`config.mk`:
```
export PLATFORM = sky130hd
export DESIGN_NAME = pipe_hazard_ctrl
export DESIGN_NICKNAME = d
export VERILOG_FILES = /design/src/rtl/pipe_pkg.sv /design/src/rtl/pipe_hazard_ctrl_fwd.sv /design/src/rtl/pipe_hazard_ctrl.sv
export SDC_FILE = /design/constraint.sdc
export NUM_CORES = 1
export LEC_CHECK = 0
export ABC_CLOCK_PERIOD_IN_PS = 2200
export CAP_MARGIN = 10
export CELL_PAD_IN_SITES_DETAIL_PLACEMENT = 1
export CELL_PAD_IN_SITES_GLOBAL_PLACEMENT = 2
export CORE_MARGIN = 2
export CORE_UTILIZATION = 27
export DETAILED_ROUTE_END_ITERATION = 16
export PLACE_DENSITY_LB_ADDON = 0.1
export SLEW_MARGIN = 20
export SYNTH_ARGS = -nofsm -noshare
export SYNTH_HDL_FRONTEND = slang
export SYNTH_SLANG_ARGS = --single-unit
export TNS_END_PERCENT = 5
```
`constraint.sdc`:
```
create_clock -name Clk -period 2.2 [get_ports Clk]
set_input_delay 0.33 -clock Clk [delete_from_list [all_inputs] [get_ports Clk]]
set_output_delay 0.33 -clock Clk [all_outputs]
set_load 0.02 [all_outputs]
```
`src/rtl/pipe_pkg.sv`:
```
// Shared types and constants for the pipeline hazard controller.
// Holds the sequencing FSM states, the forward selects and the match helper.
package pipe_pkg;

  typedef enum logic [1:0] {
    RUN  = 2'd0,
    WAIT = 2'd1,
    ERR  = 2'd2
  } state_t;

  localparam logic [1:0] FWD_RF  = 2'b00;
  localparam logic [1:0] FWD_WB  = 2'b01;
  localparam logic [1:0] FWD_MEM = 2'b10;

  // x0 is hardwired zero, so a write to it never supplies a value
  function automatic logic rd_hit(
    input logic       we,
    input logic [4:0] rd,
    input logic [4:0] rs
  );
    return we && (rd != 5'd0) && (rd == rs);
  endfunction

endpackage

```
`src/rtl/pipe_hazard_ctrl_fwd.sv`:
```
// EX-stage operand forwarding comparator for one source operand.
// The younger MEM result takes precedence over the WB result.
module fwd_unit
  import pipe_pkg::*;
(
  input  logic [4:0] rs,
  input  logic [4:0] rdm,
  input  logic       regwritem,
  input  logic [4:0] rdw,
  input  logic       regwritew,
  output logic [1:0] sel
);

  always_comb begin
    sel = FWD_RF;
    if (rd_hit(regwritem, rdm, rs))
      sel = FWD_MEM;
    else if (rd_hit(regwritew, rdw, rs))
      sel = FWD_WB;
  end

endmodule

```
`src/rtl/pipe_hazard_ctrl.sv`:
```
// Hazard and sequencing controller for the 5-stage pipeline.
// Drives stalls, flushes and forwarding; times data-memory waits.
module pipe_hazard_ctrl
  import pipe_pkg::*;
#(
  parameter int WAIT_LIMIT = 16,
  parameter int CNT_W      = 32
) (
  input  logic             Clk,
  input  logic             Rst,
  input  logic [4:0]       Rs1D,
  input  logic [4:0]       Rs2D,
  input  logic [4:0]       Rs1E,
  input  logic [4:0]       Rs2E,
  input  logic [4:0]       RdE,
  input  logic             LoadE,
  input  logic             PCSrcE,
  input  logic [4:0]       RdM,
  input  logic             RegWriteM,
  input  logic [4:0]       RdW,
  input  logic             RegWriteW,
  input  logic             MemReqM,
  input  logic             MemReadyM,
  output logic             StallF,
  output logic             StallD,
  output logic             StallE,
  output logic             StallM,
  output logic             FlushD,
  output logic             FlushE,
  output logic             FlushW,
  output logic [1:0]       ForwardAE,
  output logic [1:0]       ForwardBE,
  output logic             MemErr,
  output logic [CNT_W-1:0] StallCnt,
  output logic [CNT_W-1:0] FlushCnt
);

  localparam int WCW = $clog2(WAIT_LIMIT + 1);

  state_t         state;
  logic [WCW-1:0] wcnt;
  logic           mem_err;
  logic           lw;
  logic           mw;
  logic           freeze;
  logic [1:0]     fwd_a;
  logic [1:0]     fwd_b;

  fwd_unit u_fwd_a (
    .rs        (Rs1E),
    .rdm       (RdM),
    .regwritem (RegWriteM),
    .rdw       (RdW),
    .regwritew (RegWriteW),
    .sel       (fwd_a)
  );

  fwd_unit u_fwd_b (
    .rs        (Rs2E),
    .rdm       (RdM),
    .regwritem (RegWriteM),
    .rdw       (RdW),
    .regwritew (RegWriteW),
    .sel       (fwd_b)
  );

  assign ForwardAE = Rst ? FWD_RF : fwd_a;
  assign ForwardBE = Rst ? FWD_RF : fwd_b;

  assign lw = LoadE && (RdE != 5'd0)
           && ((RdE == Rs1D) || (RdE == Rs2D));
  assign mw = MemReqM && !MemReadyM;

  // a stuck memory or the error trap freezes the whole pipe
  assign freeze = (state == ERR) || mw;

  always_comb begin
    StallF = 1'b0;
    StallD = 1'b0;
    StallE = 1'b0;
    StallM = 1'b0;
    FlushD = 1'b0;
    FlushE = 1'b0;
    FlushW = 1'b0;
    unique case (1'b1)
      Rst: begin
        FlushD = 1'b1;
        FlushE = 1'b1;
        FlushW = 1'b1;
      end
      (!Rst && freeze): begin
        StallF = 1'b1;
        StallD = 1'b1;
        StallE = 1'b1;
        StallM = 1'b1;
        FlushW = 1'b1;
      end
      (!Rst && !freeze): begin
        StallF = lw && !PCSrcE;
        StallD = lw && !PCSrcE;
        FlushD = PCSrcE;
        FlushE = PCSrcE || lw;
      end
      default: ;
    endcase
  end

  always_ff @(posedge Clk) begin
    if (Rst) begin
      state   <= RUN;
      wcnt    <= '0;
      mem_err <= 1'b0;
    end else begin
      unique case (state)
        RUN: begin
          if (mw) begin
            state <= WAIT;
            wcnt  <= WCW'(1);
          end
        end
        WAIT: begin
          if (!mw) begin
            state <= RUN;
            wcnt  <= '0;
          end else if (wcnt == WCW'(WAIT_LIMIT)) begin
            state   <= ERR;
            mem_err <= 1'b1;
          end else begin
            wcnt <= wcnt + WCW'(1);
          end
        end
        ERR: ;
        default: state <= RUN;
      endcase
    end
  end

  always_ff @(posedge Clk) begin
    if (Rst) begin
      StallCnt <= '0;
      FlushCnt <= '0;
    end else if (state != ERR) begin
      if (StallF)
        StallCnt <= StallCnt + CNT_W'(1);
      if (PCSrcE && FlushE)
        FlushCnt <= FlushCnt + CNT_W'(1);
    end
  end

  assign MemErr = mem_err;

endmodule

```
### After elaboration in Yosys (flattened, before gate mapping)

Cells that the tools add are included.

* bits in registers: 72
* bits of input ports: 43

* bitwise gates (word level): 1
* multiplexer cells: 19
* reduce and logical (&&, ||, !) cells: 31
* $add $sub $neg: 3
* equality and inequality tests: 13

Operator list (count)
* adder 32 x 1 -> 32 bit, second input constant: 2
* == test 5 bit: 6
* 2-to-1 mux 5 bit: 3
* nonzero test 5 bit: 3
* 2-to-1 mux 2 bit: 7
* logical AND 1 bit: 13
* case mux 5 bit (2 select lines): 1
* AND reduction 3 bit: 3
* inequality test 3 bit, second input constant: 2
* case mux 1 bit (2 select lines): 3
* case mux 2 bit (3 select lines): 1
* adder 5 x 1 -> 5 bit, second input constant: 1
* == test 5 bit, second input constant: 1
* zero test 1 bit: 4
* 2-to-1 mux 1 bit: 4
* inequality test 2 bit, second input constant: 2
* AND reduction 2 bit: 2
* logical OR 1 bit: 3
* == test 2 x 1 -> 1 bit, second input constant: 1
* == test 2 bit, second input constant: 1
* zero test 2 bit: 1
* nonzero test 2 bit: 1
* OR reduction 2 bit: 1
* inverter 1 bit: 1

### Logic depth before layout (Yosys ltp)

* word-level depth: 8
* gate-level depth with buffers: 8
* mapped depth without buffers: 7

### Modules after synthesis

Synthesis repeated with hierarchy kept, for this count alone.

* cells, all modules: 471
* area total of the unflattened synthesis: 3933.8 µm²

By module, submodules not included
* pipe_hazard_ctrl: instances 1, cells an instance 431, area each 3631.0 µm², seq. area each 1441.4 µm²
* fwd_unit: instances 2, cells an instance 20, area each 151.4 µm², seq. area each 0.0 µm²

### Worst setup path before layout

OpenSTA, ideal clock, no wires.

* path kind: input-to-output
* from: input RdM[0]
* to: output ForwardAE[0]
* cell stages on the path: 4
* setup slack: -0.034 ns
* arrival time: 1.904 ns
* data required time: 1.870 ns
* cells stage by stage: or4_1 -> o21ai_0 -> nor3_1 -> nor4_1

* cells in the longest elaborated chain, start to end: 5
* elaborated cells between the ends (all ways): 6

RTL lines
* start, declared: line pipe_hazard_ctrl.sv:18 `input logic [4:0] RdM,`
* nonzero test 5 bit: line pipe_pkg.sv:21 `return we && (rd != 5'd0) && (rd == rs);`
* logical AND 1 bit: line pipe_pkg.sv:21
* logical AND 1 bit *: line pipe_pkg.sv:21
* 2-to-1 mux 2 bit *: line pipe_hazard_ctrl_fwd.sv:16 `if (rd_hit(regwritem, rdm, rs))`
* 2-to-1 mux 2 bit *: line pipe_hazard_ctrl.sv:67 `assign ForwardAE = Rst ? FWD_RF : fwd_a;`
* end, declared: line pipe_hazard_ctrl.sv:31 `output logic [1:0] ForwardAE,`

Mark *: on every way between the ends. The rest lies on a longest branch, timed or not.

### Worst setup path in the final report

* from: input RdM[4]
* to: output ForwardAE[0]

The elaborated chain is that of the path after synthesis.

==> qor.csv <==
metric,value,unit
Setup Skew,0.00645,ns
Main synth FF type,dfxtp_1,
Critical Path End Type,primary output,
1st-pass router iterations,4,
first-pass GRT wire length,19.9,mm
vias in the first global route,4101,
share of post-route cells with drive strength above 1,0.210,
RSZ-0062 raised after global routing,yes,
Post-Synthesis Cell Area,3880,um^2
Setup crit start kind,input pin,
Final period util,1.00,
Final Max Slew Viols,0,
synthesized flop and latch total,72,
"Seq/Total Area, Yosys",0.371,
via count,4055,
Die Area,15400,um^2
maximum vdd drop,0.336,mV
largest net degree at the start of global routing,61,
row count,43,
wire length per cell,16.2,um
IO Count,119,
CTS Buffer Depth,2,
number of diodes,0,
maxcap violations,0,
FF-to-FF setup slack,0.15,ns
overall power,3.47,mW
Port Buffers,118,
CP required,1.87,ns
WP data arrival,1.87,ns
DR WL met2,6.06,mm
drt initial violations,137,
DR top layer,met4,
initial antenna violation count,0,
Post-DRT Antenna Nets,0,
HP Class,reg2reg,
Total Routing Usage GR,0.166,
most frequent cells in the layout,"95 x clkdlybuf4s50_1, 72 x dfxtp_1, 58 x buf_4, 50 x nor2_1, 34 x xor2_1",
Max Fclk,455,MHz
Final Hold Viols,0,
Final nets,674,
DP Worst Slack,-0.749,ns
CTS Sinks,72,
clock root buffer,clkbuf_16,
Async SR Flop Fraction,0,
Pwr Density,558,nW/um^2
Fillers,1645,
Initial Utilization,0.278,
met3 WL,884,um
hpwl dp,9.21,mm
Layout area overhead,60.2,%
cts bufs inserted,9,
cell leakage power,2.26,nW
DRT met1 WL,6.07,mm
DRC,0,
status,finished clean,
Clock Latency Late Sink,0.34,ns
min Tclk post-route,2.20,ns
H-tree depth,3,
syn_nets,501,
Post-synth EDFFs,0,
clk slew on worst S/H paths,0.06,ns
"most common cell after layout, fill and taps aside",clkdlybuf4s50_1,
Least-Margin Pin Slew,0.534,ns
"Setup violations, final",0,
final WL,13.2,mm
GP Congestion,0.892,
chip width,124,um
worst-path fanout max,3,
Rel. slew slack,0.643,
post-synthesis cell type count,45,
Crit Path Category,in2out,
DIE HEIGHT,124,um
DR vias/cell,4.99,
worst setup margin,0.00000289,ns
GRT Residual Overflow,0,
core box area,14000,um^2
CTS tree,yes,
Final Hold Slack,0.507,ns
Avg Synthesized Cell Area,8.55,um^2
Yosys Warn Count,0,
cell count after synthesis,454,
==> repair_timing <==
item	CTS	global route
buffers inserted	0	5
endpoints found under the setup margin	42	38
hold buffers	0	0
pin swaps	5	30
resized for setup	43	46
cloned	0	5
==> worst max-delay path, cell delays in order <==
cell           delay, ns
dlygate4sd2_1       0.26
or4_4               0.42
o21ai_2             0.14
buf_6               0.13
nor3_1              0.05
nor4_2              0.31
buf_2               0.22
==> area by class of cell <==
| class | instances | area (um^2) | area share |
|---|---|---|---|
| clock buffer | 11 | 253 | 0.0406 |
| clock inverter | 5 | 103 | 0.0165 |
| inverter | 6 | 22.5 | 0.00362 |
| multi-input combinational | 355 | 2460 | 0.395 |
| sequential | 72 | 1440 | 0.232 |
| tap | 180 | 225 | 0.0362 |
| timing repair buffer | 183 | 1720 | 0.276 |
==> state kept, by name, indices dropped and copies added (netlist names) <==
register and flops:
FlushCnt 32, wcnt 5, state 2, StallCnt 32, MemErr 1
==> layer usage <==
metal,up-vias,GRT usage
li1,1990,-
met1,1959,0.205
met2,97,0.272
met3,9,0.0582
met4,0,0.0471
met5,-,0
==> stage by stage <==
step                      TNS (ns)  utilization  area [um^2]  std cells
final                            0        0.445         6220        812
after global placement      -16.79        0.400         5590        786
after detailed placement    -18.41        0.400         5590        786
after CTS                   -0.177        0.425         5940        802
after global routing        -0.410        0.445         6220        812
after floorplan                  0            -         3890        454
==> power by group <==
group | total (mW) | switching (mW) | internal [mW]
clock | 1.75 | 0.580 | 1.17
combinational | 0.404 | 0.193 | 0.212
sequential | 1.32 | 0.00813 | 1.31
==> Yosys cell counts, types with 2 or more instances <==
master | number | area (um^2)
dfxtp_1 | 72 | 1440
nor2_1 | 51 | 191
a21oi_1 | 36 | 180
xor2_1 | 34 | 298
xnor2_1 | 31 | 272
nand3_1 | 30 | 150
nand2_1 | 28 | 105
nand4_1 | 19 | 119
or4_1 | 18 | 135
o31ai_1 | 15 | 113
clkbuf_1 | 13 | 48.8
or3_1 | 12 | 75.1
and4_1 | 10 | 87.6
o21ai_1 | 9 | 45.0
and3_1 | 8 | 50.1
nor4_1 | 7 | 43.8
inv_1 | 6 | 22.5
o21ai_0 | 6 | 30.0
buf_6 | 5 | 56.3
nor3_1 | 5 | 25.0
ha_1 | 4 | 50.1
nand2b_1 | 3 | 18.8
nor2b_1 | 3 | 18.8
or4b_1 | 3 | 30.0
buf_4 | 2 | 15.0
mux2i_1 | 2 | 20.0
nand4_2 | 2 | 25.0
nor4_4 | 2 | 42.5
o21bai_1 | 2 | 15.0
==> worst paths after layout <==
check / depth (start not counted) / endpoint / from
worst max-delay path: 7 / ForwardAE[0] / RdM[4]
worst min-delay path: 2 / MemErr$_SDFFE_PP0P_ / MemErr$_SDFFE_PP0P_
worst max register to register: 5 / StallCnt[13]$_SDFFE_PP0P_ / StallCnt[4]$_SDFFE_PP0P_
worst min register to register: 2 / MemErr$_SDFFE_PP0P_ / MemErr$_SDFFE_PP0P_
==> cell families after synthesis <==
kind of cell,synth area share
buffers and inverters,0.0380
multiplexers,0.00902
flip-flops,0.371
AO/OA/AOI/OAI,0.122
AND/OR/NAND/NOR,0.300
XOR/XNOR,0.147
adder cells (fa/ha/maj),0.0129
Power figures use the tool's default switching activity.
